--- config.mk ---
export PLATFORM = sky130hd
export DESIGN_NAME = debounce_scheduler
export DESIGN_NICKNAME = d
export VERILOG_FILES = /design/src/rtl/debounce_pkg.sv /design/src/rtl/debounce_scheduler_rr_arbiter.sv /design/src/rtl/debounce_scheduler.sv
export SDC_FILE = /design/constraint.sdc
export NUM_CORES = 1
export LEC_CHECK = 0
export BUFFER_PORTS_ARGS = -buffer_cell sky130_fd_sc_hd__buf_2
export CORE_UTILIZATION = 55
export DETAILED_ROUTE_END_ITERATION = 6
export PLACE_DENSITY = 0.81
export SLEW_MARGIN = 20
export SYNTH_ARGS = -nofsm -noshare
export SYNTH_HDL_FRONTEND = slang
export SYNTH_SLANG_ARGS = --single-unit
--- constraint.sdc ---
create_clock -name clk -period 3.29 [get_ports clk]
set_clock_uncertainty 0.2 [all_clocks]
set_input_delay 0.329 -clock clk [delete_from_list [all_inputs] [get_ports clk]]
set_output_delay 0.329 -clock clk [all_outputs]
set_load 0.005 [all_outputs]
--- src/rtl/debounce_pkg.sv ---
// Shared definitions for the debounce scheduler: FSM state encoding,
// default timing constants and the index-width helper.
package debounce_pkg;

  typedef enum logic {
    IDLE  = 1'b0,
    COUNT = 1'b1
  } state_t;

  localparam int DEFAULT_STABLE_CYCLES = 500000;
  localparam int DEFAULT_CNT_WIDTH     = 20;

  // Bits needed to hold an index 0..n-1 (at least 1).
  function automatic int clog2(input int n);
    int w;
    w = 1;
    for (int i = 1; i < 32; i++) begin
      if ((1 << i) < n) w = i + 1;
    end
    return w;
  endfunction

endpackage

--- src/rtl/debounce_scheduler_rr_arbiter.sv ---
// rr_arbiter: combinational round-robin picker.
// Ports:
//   req        - request vector, one bit per channel
//   last_grant - index of the most recent grant
//   pick       - first requesting index after last_grant (with wrap)
//   valid      - high when any request is present
module rr_arbiter
  import debounce_pkg::*;
#(
  parameter int N = 4
) (
  input  logic [N-1:0]         req,
  input  logic [clog2(N)-1:0]  last_grant,
  output logic [clog2(N)-1:0]  pick,
  output logic                 valid
);

  localparam int IW = clog2(N);

  int idx;

  // Scan from farthest to nearest so the nearest requester after
  // last_grant is the final assignment and therefore wins.
  always_comb begin
    pick  = '0;
    valid = 1'b0;
    idx   = 0;
    for (int k = N; k >= 1; k--) begin
      idx = (int'(last_grant) + k) % N;
      if (req[idx[IW-1:0]]) begin
        pick  = idx[IW-1:0];
        valid = 1'b1;
      end
    end
  end

endmodule

--- src/rtl/debounce_scheduler.sv ---
// debounce_scheduler: debounces N_CH raw inputs using a single shared
// stability timer handed out round-robin to channels whose synchronised
// level differs from their committed output.
// Ports:
//   clk         - system clock, rising edge
//   async_reset - asynchronous, active-high reset
//   in          - raw asynchronous inputs
//   out         - debounced committed levels
//   rise_pulse  - one-cycle pulse on a 0->1 commit
//   fall_pulse  - one-cycle pulse on a 1->0 commit
//   busy        - timer currently owned by a channel
//   grant_id    - current or most recent owner index
// Optional (macro DEBOUNCE_ABORT_CNT_EN):
//   abort_clr   - synchronous clear of abort_count (wins over increment)
//   abort_count - saturating count of aborted stability counts
module debounce_scheduler
  import debounce_pkg::*;
#(
  parameter int N_CH          = 4,
  parameter int CNT_WIDTH     = DEFAULT_CNT_WIDTH,
  parameter int STABLE_CYCLES = DEFAULT_STABLE_CYCLES
) (
  input  logic                     clk,
  input  logic                     async_reset,
  input  logic [N_CH-1:0]          in,
  output logic [N_CH-1:0]          out,
  output logic [N_CH-1:0]          rise_pulse,
  output logic [N_CH-1:0]          fall_pulse,
  output logic                     busy,
  output logic [clog2(N_CH)-1:0]   grant_id
`ifdef DEBOUNCE_ABORT_CNT_EN
  ,
  input  logic [0:0]               abort_clr,
  output logic [7:0]               abort_count
`endif
);

  localparam int                   IW   = clog2(N_CH);
  localparam logic [CNT_WIDTH-1:0] TERM = CNT_WIDTH'(STABLE_CYCLES - 1);

  logic [N_CH-1:0]      sync_p0;
  logic [N_CH-1:0]      sync_p1;
  logic [N_CH-1:0]      req;
  state_t               state;
  logic [IW-1:0]        owner;
  logic [IW-1:0]        last_grant;
  logic [IW-1:0]        pick;
  logic                 pick_vld;
  logic [CNT_WIDTH-1:0] timer;
  logic                 timer_load;
  logic                 timer_inc;
  logic                 owner_req;
  logic                 term_hit;

  // Stage p0 -> p1: two-flop synchroniser per channel
  always_ff @(posedge clk or posedge async_reset) begin
    if (async_reset) begin
      sync_p0 <= '0;
      sync_p1 <= '0;
    end else begin
      sync_p0 <= in;
      sync_p1 <= sync_p0;
    end
  end

  // A channel requests the timer for as long as its synchronised level
  // disagrees with what has been committed; nothing is latched.
  assign req       = sync_p1 ^ out;
  assign owner_req = req[owner];
  assign term_hit  = (timer == TERM);
  assign busy      = (state == COUNT);

  rr_arbiter #(
    .N (N_CH)
  ) u_arb (
    .req        (req),
    .last_grant (last_grant),
    .pick       (pick),
    .valid      (pick_vld)
  );

  // Grant / commit control
  always_ff @(posedge clk or posedge async_reset) begin
    if (async_reset) begin
      state      <= IDLE;
      owner      <= '0;
      last_grant <= IW'(N_CH - 1);
      grant_id   <= '0;
      out        <= '0;
      rise_pulse <= '0;
      fall_pulse <= '0;
    end else begin
      rise_pulse <= '0;
      fall_pulse <= '0;
      case (state)
        IDLE: begin
          if (pick_vld) begin
            owner      <= pick;
            last_grant <= pick;
            grant_id   <= pick;
            state      <= COUNT;
          end
        end
        COUNT: begin
          if (!owner_req) begin
            state <= IDLE;
          end else if (term_hit) begin
            out[owner] <= sync_p1[owner];
            if (sync_p1[owner]) rise_pulse[owner] <= 1'b1;
            else                fall_pulse[owner] <= 1'b1;
            state <= IDLE;
          end
        end
        default: state <= IDLE;
      endcase
    end
  end

  // Zero on every grant, abort and commit; otherwise advance while owned.
  always_comb begin
    timer_load = 1'b0;
    timer_inc  = 1'b0;
    case (state)
      IDLE:  timer_load = pick_vld;
      COUNT: begin
        if (!owner_req || term_hit) timer_load = 1'b1;
        else                        timer_inc  = 1'b1;
      end
      default: timer_load = 1'b1;
    endcase
  end

  // Shared stability timer (load has priority over increment)
  always_ff @(posedge clk or posedge async_reset) begin
    if (async_reset) begin
      timer <= '0;
    end else if (timer_load) begin
      timer <= '0;
    end else if (timer_inc) begin
      timer <= timer + 1'b1;
    end
  end

`ifdef DEBOUNCE_ABORT_CNT_EN
  logic abort_evt;
  assign abort_evt = (state == COUNT) && !owner_req;

  always_ff @(posedge clk or posedge async_reset) begin
    if (async_reset) begin
      abort_count <= '0;
    end else if (abort_clr[0]) begin
      abort_count <= '0;
    end else if (abort_evt && (abort_count != 8'hFF)) begin
      abort_count <= abort_count + 8'd1;
    end
  end
`endif

endmodule

==> flow_summary.ini, run 1 <==
[drt]
antenna_left = 0
drtPass1Iterations = 7
vias = 1846
vias_per_cell = 5.81
routed_wl_um = 4580
wl_per_cell_um = 14.4
drtIter0Drc = 127
remaining_drc_errors = 10

[sta]
fin_setup_tns_ps = 0
finalCritPeriodShare_pct = 76.0
worst_slack_ps = 791
relSlewSlack_pct = 49.4
report.final.slew_viol_count = 0
worst_slew_pin_slew_ps = 759
max_freq_mhz = 400
setup_viol = 0
fin_crit_ps = 2500
rsz0062_at_grt = no
hold_viol = 0

[placement]
gp_congestion = 0.828
place_ws_ps = 805
portBuffers = 50
hpwl_um = 3210

[yosys]
synth_nets = 252
syn_avg_cell_area_um2 = 10.9
synth-seq-cells = 46
yosysUniqueCellTypes = 49
synth_area_leaders = dfrtp_1, buf_4, xor2_1
syn-cell-area_um2 = 2640
yosysWarnings = 0
synth-seq-area-share_pct = 43.8
synth.top_cell.area_share_pct = 41.8
synth_cells = 242
synth.largest_area_cell = dfrtp_1

[cts]
cts_resized = 0
cts-root-buf = clkbuf_8
clkSinkCount = 46
cts_made_buffers = 5
cts_max_level = 2
cts-hold-fix-buffers = 5
max-clock-path-buffers = 2
clk_pin_slew_worst_paths_ps = 80
postCtsSetupBuffers = 0
clk_latency_ps = 290
tritoncts = done

[hold_path]
min_to = sync_p1[3]$_DFF_PP0_
hp-start = sync_p0[3]$_DFF_PP0_
hold_path.class = flip-flop to flip-flop
holdPathStages = 0

[outcome]
violations = design-rule violations
outcome = finished with violations

[floorplan]
dieArea_um2 = 5070
start_util_pct = 58.9
io_pins = 51
fp.dieH_um = 71.2
fp.dieW_um = 71.2
rows = 24
core-area_um2 = 4470

[setup_path]
reg2reg_depth = 6
worst_setup_path_start_kind = flip-flop
timing.rr.end = last_grant[0]$_DFFE_PP1P_
endpoint_kind = flip-flop
r2r_start = last_grant[0]$_DFFE_PP1P_
path_class = flip-flop to flip-flop
r2r_setup_slack_ps = 790
critPathRequiredTime_ps = 3300
crit_arrival_ps = 2510
worstSetupStartpoint = last_grant[0]$_DFFE_PP1P_
worstPathMaxFanout = 12

[finish]
fillCellCount = 359
drive_gt1_share_pct = 27.1
area_growth_syn_to_layout_pct = 6.41
diodes = 0
final_nets = 275

[power_and_ir_drop]
p_per_area_nw_per_um2 = 559
p_leak_nw = 1.35
ir_drop_mv = 0.293

[global_route]
overflow = 0
grt_antenna_before_repair = 0
grt_pass1_wl_um = 7900
grt_max_degree = 38
grt_pass1_vias = 1704
track_usage_pct = 19.6

[flow_run]
maxCapViolations = 0
[kinds of logic (layout without fill, tap and decap cells)]
| family | after synthesis | count (layout) | share of synthesized area (%) |
|---|---|---|---|
| AO/OA/AOI/OAI | 44 | 44 | 11.9 |
| AND/OR/NAND/NOR | 67 | 67 | 15.1 |
| flip-flops | 46 | 46 | 43.8 |
| adder cells (fa/ha/maj) | 4 | 4 | 1.90 |
| XOR/XNOR | 21 | 21 | 7.26 |
| buffers and inverters | 48 | 72 | 12.5 |
| multiplexers | 12 | 12 | 7.55 |
[how the worst max path moves through the flow]
stage | endpoint | slack (ps)
global placement | last_grant[0]$_DFFE_PP1P_ | 890
global route | last_grant[0]$_DFFE_PP1P_ | 670
detailed placement | last_grant[0]$_DFFE_PP1P_ | 810
CTS | last_grant[0]$_DFFE_PP1P_ | 800
floorplan | last_grant[0]$_DFFE_PP1P_ | 1020
finish | last_grant[0]$_DFFE_PP1P_ | 790
[sequential cells by signal (all words and copies together), names as in the netlist]
name / count
sync_p1: 4
owner: 3
sync_p0: 4
out: 4
fall_pulse: 4
rise_pulse: 4
last_grant: 2
busy: 1
timer: 20
[where the power goes]
group,leakage [nW],switching [mW],internal (mW),total (mW)
combinational,0.691,0.261,0.216,0.477
sequential,0.608,0.130,0.623,0.753
clock,0.0482,0.170,0.169,0.339
[placed cells by master, fill, tap and decap left out, types with 3 or more instances in the layout]
master         instances
buf_2                 50
dfrtp_1               44
nor2_1                19
xor2_1                16
nand2_1               11
a21oi_1                9
o211ai_1               8
nand4_1                6
inv_1                  6
clkbuf_8               6
o2111ai_1              5
o21ai_0                5
o31ai_1                5
dlygate4sd3_1          5
xnor2_1                4
and3_1                 4
or4_1                  4
mux2_2                 4
ha_1                   4
mux4_1                 3
and2_1                 3
nor3b_1                3
nand3_1                3
mux2i_1                3
[synthesized netlist by cell type, drive strengths merged]
| cell | count |
|---|---|
| a31oi | 1 |
| inv | 7 |
| nor3b | 3 |
| o311ai | 1 |
| xnor2 | 4 |
| a21boi | 2 |
| nor3 | 2 |
| and3b | 2 |
| a21oi | 10 |
| nand2 | 11 |
| a22oi | 1 |
| nor2b | 1 |
| buf | 34 |
| nand4b | 3 |
| and3 | 4 |
| nand3 | 3 |
| or4 | 4 |
| a211o | 2 |
| dfrtp | 44 |
| o21a | 2 |
| dfstp | 2 |
| and2 | 3 |
| mux2 | 4 |
| ha | 4 |
| o31ai | 5 |
| mux4 | 5 |
| nor2 | 19 |
| nor4 | 2 |
| bufbuf | 1 |
| nor4b | 2 |
| a32o | 1 |
| or3 | 2 |
| o21ai | 6 |
| o2111ai | 5 |
| nand4 | 6 |
| mux2i | 3 |
| xor2 | 17 |
| o211ai | 8 |
| clkbuf | 6 |
[metal layers]
metal	up-vias	part of all wire, %	track usage [%]
met3	5	5.3	2.95
li1	879	-	-
met1	890	48	27.5
met5	-	0	0
met4	0	0.76	4.67
met2	72	46	32.5
[critical path: stages (launching register included)]
cell	delay [ps]
dfstp_2	680
inv_1	150
ha_1	410
mux4_1	400
a211o_1	260
o211ai_1	100
a21boi_0	210
[final cells by class]
| type | instances | area [um2] | share of cell area, % |
|---|---|---|---|
| Clock inverter | 1 | 5.00 | 0.178 |
| Multi-Input combinational cell | 148 | 1150 | 41.1 |
| Clock buffer | 7 | 86.3 | 3.08 |
| Timing Repair Buffer | 57 | 315 | 11.2 |
| Sequential cell | 46 | 1150 | 41.1 |
| Tap cell | 52 | 65.1 | 2.32 |
| Inverter | 7 | 26.3 | 0.937 |
[metrics by stage]
stage	power, mW	hold WS (ps)	std cells	instance area [um2]	util, %
6_report	1.57	153	318	2800	62.7
5_1_grt	1.66	163	318	2800	62.7
4_1_cts	1.57	156	318	2800	62.7
3_5_place_dp	1.23	57.8	305	2660	59.5
3_3_place_gp	1.21	49.8	305	2660	59.5
2_1_floorplan	1.17	131	242	2640	-
No activity file was read; power rests on OpenSTA's default activity.
==> inputs of run 2 (changes only) <==
clock period = 2.4 ns   (was 3.29 ns; I/O delays follow)
==> run 2 against run 1 <==
Critical path depth decreased by 1. The run still ends with design-rule violations left. Wire length increased by 7.6%. Total power increased by 53%. Utilization increased by 2.2 points. Clock-buffer cell count unchanged. Sequential power increased by 27%. Global-route usage increased by 0.76 points. Maximum frequency increased by 9.6%. Die area unchanged. First-iteration DRC count increased by 9.4%. Register-to-register slack got worse by 670 ps. Critical path type unchanged.
==> flow_summary.ini, run 2 (synthesized netlist as in run 1, its figures left out) <==
[global_route]
use_met1_pct = 26.1
overflow = 0
grt_pass1_vias = 1800
use_met2_pct = 34.1
grt_max_degree = 47
grtUsageMet3_pct = 5.20
track_usage_pct = 20.4
grt.busiest_layer = met2
grt_antenna_before_repair = 0
grt_pass1_wl_um = 8000

[sta]
rsz0062_at_grt = yes
setup_viol = 0
relSlewSlack_pct = 56.0
fin_crit_ps = 2280
report.final.slew_viol_count = 0
finalCritPeriodShare_pct = 95.0
fin_setup_tns_ps = 0
hold_viol = 0
max_freq_mhz = 439
worst_slew_pin_slew_ps = 652

[drt]
vias_per_cell = 5.94
vias = 1935
wl_per_cell_um = 15.1
remaining_drc_errors = 10
antenna_left = 0
drtPass1Iterations = 6
routed_wl_um = 4920
drtIter0Drc = 139

[setup_path]
slowest_stage = mux4_1
crit_chain = xor2_1 -> mux4_1 -> and2_2 -> nand4b_1 -> mux2_2
cpPeakStageDelay_ps = 510
cp.buffers_inverters = 0
crit_arrival_ps = 2260
worstPathMaxFanout = 9
path_class = flip-flop to flip-flop
crit_family = multiplexers
endpoint_kind = flip-flop
worst_setup_path_start_kind = flip-flop
critPathRequiredTime_ps = 2380

[floorplan]
fp.dieW_um = 71.2
core-area_um2 = 4470
fp.dieH_um = 71.2
dieArea_um2 = 5070
io_pins = 51
start_util_pct = 58.9
rows = 24

[power_and_ir_drop]
power_mw = 2.40
ir_drop_mv = 0.538
p_leak_nw = 1.40
p_per_area_nw_per_um2 = 825

[flow_run]
maxCapViolations = 0

[finish]
final_cell_mix = buf_2, dfrtp_1, nor2_1, xor2_1, nand2_1
drive_gt1_share_pct = 29.6
seq_area_um2 = 1150
final_cells = 326
area_growth_syn_to_layout_pct = 10.2
final_common_cell = buf_2
multi_input_area_um2 = 1150
top_register = timer
final_core_util_pct = 64.9
largest_reg_flops = 20
diodes = 0
fillCellCount = 351
final_nets = 283

[cts]
clkSinkCount = 46
cts-root-buf = clkbuf_8
max-clock-path-buffers = 2
cts_max_level = 2
clk_latency_ps = 300
postCtsSetupBuffers = 0
clk_pin_slew_worst_paths_ps = 70
cts_made_buffers = 5
tritoncts = done

[placement]
portBuffers = 50
hpwl_um = 3380
dp_cells = 313
gp_congestion = 0.829

[hold_path]
hold_path.class = flip-flop to flip-flop

[outcome]
violations = design-rule violations
outcome = finished with violations
-- run 2: per-layer routing --
layer  vias to the layer above  routed length (um)
met1                       951                2200
met5                         -                   0
met4                         0                  70
li1                        901                   -
met3                         9                 291
met2                        74                2360
-- run 2: worst paths after layout --
| kind | startpoint | end | slack, ps | depth (start not counted) |
|---|---|---|---|---|
| min in group asynchronous | async_reset | out[0]$_DFFE_PP0P_ | 410 | 4 |
| setup reg to reg | out[1]$_DFFE_PP0P_ | out[1]$_DFFE_PP0P_ | 120 | 5 |
| max in group asynchronous | async_reset | last_grant[1]$_DFFE_PP1P_ | 1210 | 4 |
| hold reg to reg | sync_p0[3]$_DFF_PP0_ | sync_p1[3]$_DFF_PP0_ | 150 | 0 |
| setup / recovery | out[1]$_DFFE_PP0P_ | out[1]$_DFFE_PP0P_ | 120 | 5 |
| hold / removal | sync_p0[3]$_DFF_PP0_ | sync_p1[3]$_DFF_PP0_ | 150 | 0 |
-- run 2: timing repair --
item	in CTS	in global routing
endpoints found under the setup margin	0	3
endpoints found under the hold margin	48	0
resized for setup	0	1
hold buffers	5	0
-- run 2: layout make-up --
class / count / share of cell area (%)
sequential: 46 / 39.7
clock inverter: 1 / 1.03
inverter: 7 / 0.905
tap: 52 / 2.24
timing repair buffer: 65 / 13.4
multi-input combinational: 148 / 39.7
clock buffer: 7 / 2.97
-- run 2: per-stage QoR --
step	instance area (um2)	hold WS [ps]	worst slack [ps]
finish	2900	154	121
CTS	2900	159	64.9
floorplan	2640	71.4	127
global route	2900	167	-17.3
global placement	2740	135	156
detailed placement	2740	142	87.5
-- run 2: power breakdown --
part           switching (mW)  total, mW  leakage [nW]  internal (mW)
registers               0.104      0.957         0.608          0.854
clock network           0.248      0.587        0.0585          0.339
logic                   0.473      0.851         0.737          0.378
==> inputs of run 3 (changes only) <==
CORE_UTILIZATION = 50   (was 55)
PLACE_DENSITY = 0.78   (was 0.81)
clock period = 2.03 ns   (was 2.4 ns; I/O delays follow)
==> run 3 against run 2 <==
Critical path type unchanged. First-iteration DRC count is 12% lower. Sequential power grew 18%. Die area is 9.7% higher. Critical path depth up 2. Utilization grew 3.7 points. Global-route usage rose by 2.9 points. Largest power group is now combinational logic. Register-to-register slack lost 370 ps. Non-clock buffer count rose by 45. Sequential share of layout area decreased by 6.6 points. Clock-buffer cell count is 1 lower. Clock power hardly changed. Cell count up 19%. The flow finishes with violations (negative setup slack).
==> flow_summary.ini, run 3 (synthesized netlist as in run 1, its figures left out) <==
[outcome]
outcome = finished with violations
violations = negative setup slack

[floorplan]
fp.dieH_um = 74.6
rows = 26
io_pins = 51
core-area_um2 = 5070
dieArea_um2 = 5560
fp.dieW_um = 74.6
start_util_pct = 51.9

[sta]
finalCritPeriodShare_pct = 112
rsz0062_at_grt = yes
setup_viol = 36
worst_slack_ps = -251
relSlewSlack_pct = 63.4
fin_crit_ps = 2280
max_freq_mhz = 438
report.final.slew_viol_count = 0
worst_slew_pin_slew_ps = 546
hold_viol = 0

[cts]
clkSinkCount = 46
cts-root-buf = clkbuf_8
clk_pin_slew_worst_paths_ps = 90
tritoncts = done
max-clock-path-buffers = 2
clk_latency_ps = 300
cts_max_level = 2
cts_made_buffers = 5

[setup_path]
slowest_stage = dfrtp_1
crit_arrival_ps = 2270
path_class = flip-flop to flip-flop
critPathRequiredTime_ps = 2020
worst_setup_path_start_kind = flip-flop
worstPathMaxFanout = 4
endpoint_kind = flip-flop
crit_chain = ha_1 -> and2_1 -> nand4_1 -> nor4_4 -> buf_4 -> nand4b_1 -> mux2_4
cpPeakStageDelay_ps = 380

[finish]
top_register = timer
largest_reg_flops = 20
area_growth_syn_to_layout_pct = 32.1
final_nets = 328
drive_gt1_share_pct = 51.7
final_cell_mix = buf_2, buf_4, dfrtp_1, xor2_1
final_common_cell = buf_2
final_cells = 389
diodes = 0

[placement]
gp_congestion = 0.892
place_ws_ps = -117
dp_cells = 364
hpwl_um = 3900
portBuffers = 50

[drt]
vias_per_cell = 5.67
routed_wl_um = 6590
remaining_drc_errors = 0
drtIter0Drc = 123
antenna_left = 0
drtPass1Iterations = 4
vias = 2204
wl_per_cell_um = 16.9

[power_and_ir_drop]
p_comb_share_pct = 47.9
p_leak_nw = 1.66
ir_drop_mv = 0.568
switchingPower_mw = 1.24
p_int_mw = 2.05
p_per_area_nw_per_um2 = 947
pwr-share-seq_pct = 34.2
p_clk_share_pct = 17.9
switching_share_pct = 37.7

[global_route]
track_usage_pct = 23.3
grt_pass1_wl_um = 9650
grt_antenna_before_repair = 0
grt_pass1_vias = 2012
overflow = 0
grt_max_degree = 33

[flow_run]
maxCapViolations = 0

[hold_path]
hold_path.class = flip-flop to flip-flop
## run 3: area by class of cell
type | count | area, um2
inverter | 7 | 31.3
sequential | 46 | 1150
clock buffer | 6 | 82.6
clock inverter | 2 | 12.5
timing repair buffer | 110 | 766
tap | 70 | 87.6
multi-input combinational | 148 | 1350
fill | 352 | 1590
## run 3: per-stage QoR
| stage | util (%) | total power, mW | cell area (um2) | hold slack (ps) | TNS [ps] |
|---|---|---|---|---|---|
| floorplan | - | 1.99 | 2680 | 34.4 | -665 |
| global placement | 60.2 | 2.36 | 3050 | -0.336 | -781 |
| detailed placement | 60.2 | 2.39 | 3050 | 1.25 | -1490 |
| CTS | 66.2 | 3.18 | 3360 | 156 | -1350 |
| global route | 68.6 | 3.44 | 3480 | 165 | -7750 |
| finish | 68.6 | 3.30 | 3480 | 155 | -5860 |
## run 3: power groups by stage
stage	combinational (mW)	sequential, mW	clock (mW)
after detailed placement	1.25	1.14	0
after global routing	1.67	1.14	0.626
after floorplan	0.884	1.11	0
after global placement	1.22	1.14	0
final	1.58	1.13	0.589
after CTS	1.47	1.11	0.592
## run 3: path summary, 6_finish.rpt
check                                     startpoint              endpoint  slack (ps)  cells past startpoint
worst max-delay path            timer[1]$_DFFE_PP0P_    out[1]$_DFFE_PP0P_        -250                      7
worst min-delay path            sync_p0[3]$_DFF_PP0_  sync_p1[3]$_DFF_PP0_         160                      0
worst max register to register  timer[1]$_DFFE_PP0P_    out[1]$_DFFE_PP0P_        -250                      7
worst min register to register  sync_p0[3]$_DFF_PP0_  sync_p1[3]$_DFF_PP0_         160                      0
max in group asynchronous                async_reset  timer[7]$_DFFE_PP0P_         910                      4
min in group asynchronous                async_reset  sync_p0[0]$_DFF_PP0_         220                      3
## run 3: timing repair
action	CTS	global route
hold buffers	5	0
cloned	1	2
setup buffers	10	1
endpoints found under the hold margin	18	0
setup endpoints to repair	32	36
pin swaps	5	12
resized for setup	8	39
## run 3: per-layer routing
metal / routed length [um] / vias up / GRT usage (%)
met2: 3360 / 111 / 39.9
met1: 2690 / 1099 / 30.2
met5: 0 / - / 0
met4: 93 / 0 / 3.77
met3: 444 / 8 / 6.10
li1: - / 986 / -
## run 3: worst max-delay path: cells and delay by family, from the launching register on
family	cells	cell delay, ps
simple gates	4	870
flops	1	380
mux	1	340
fa+ha+maj	1	190
buf+inv	1	180
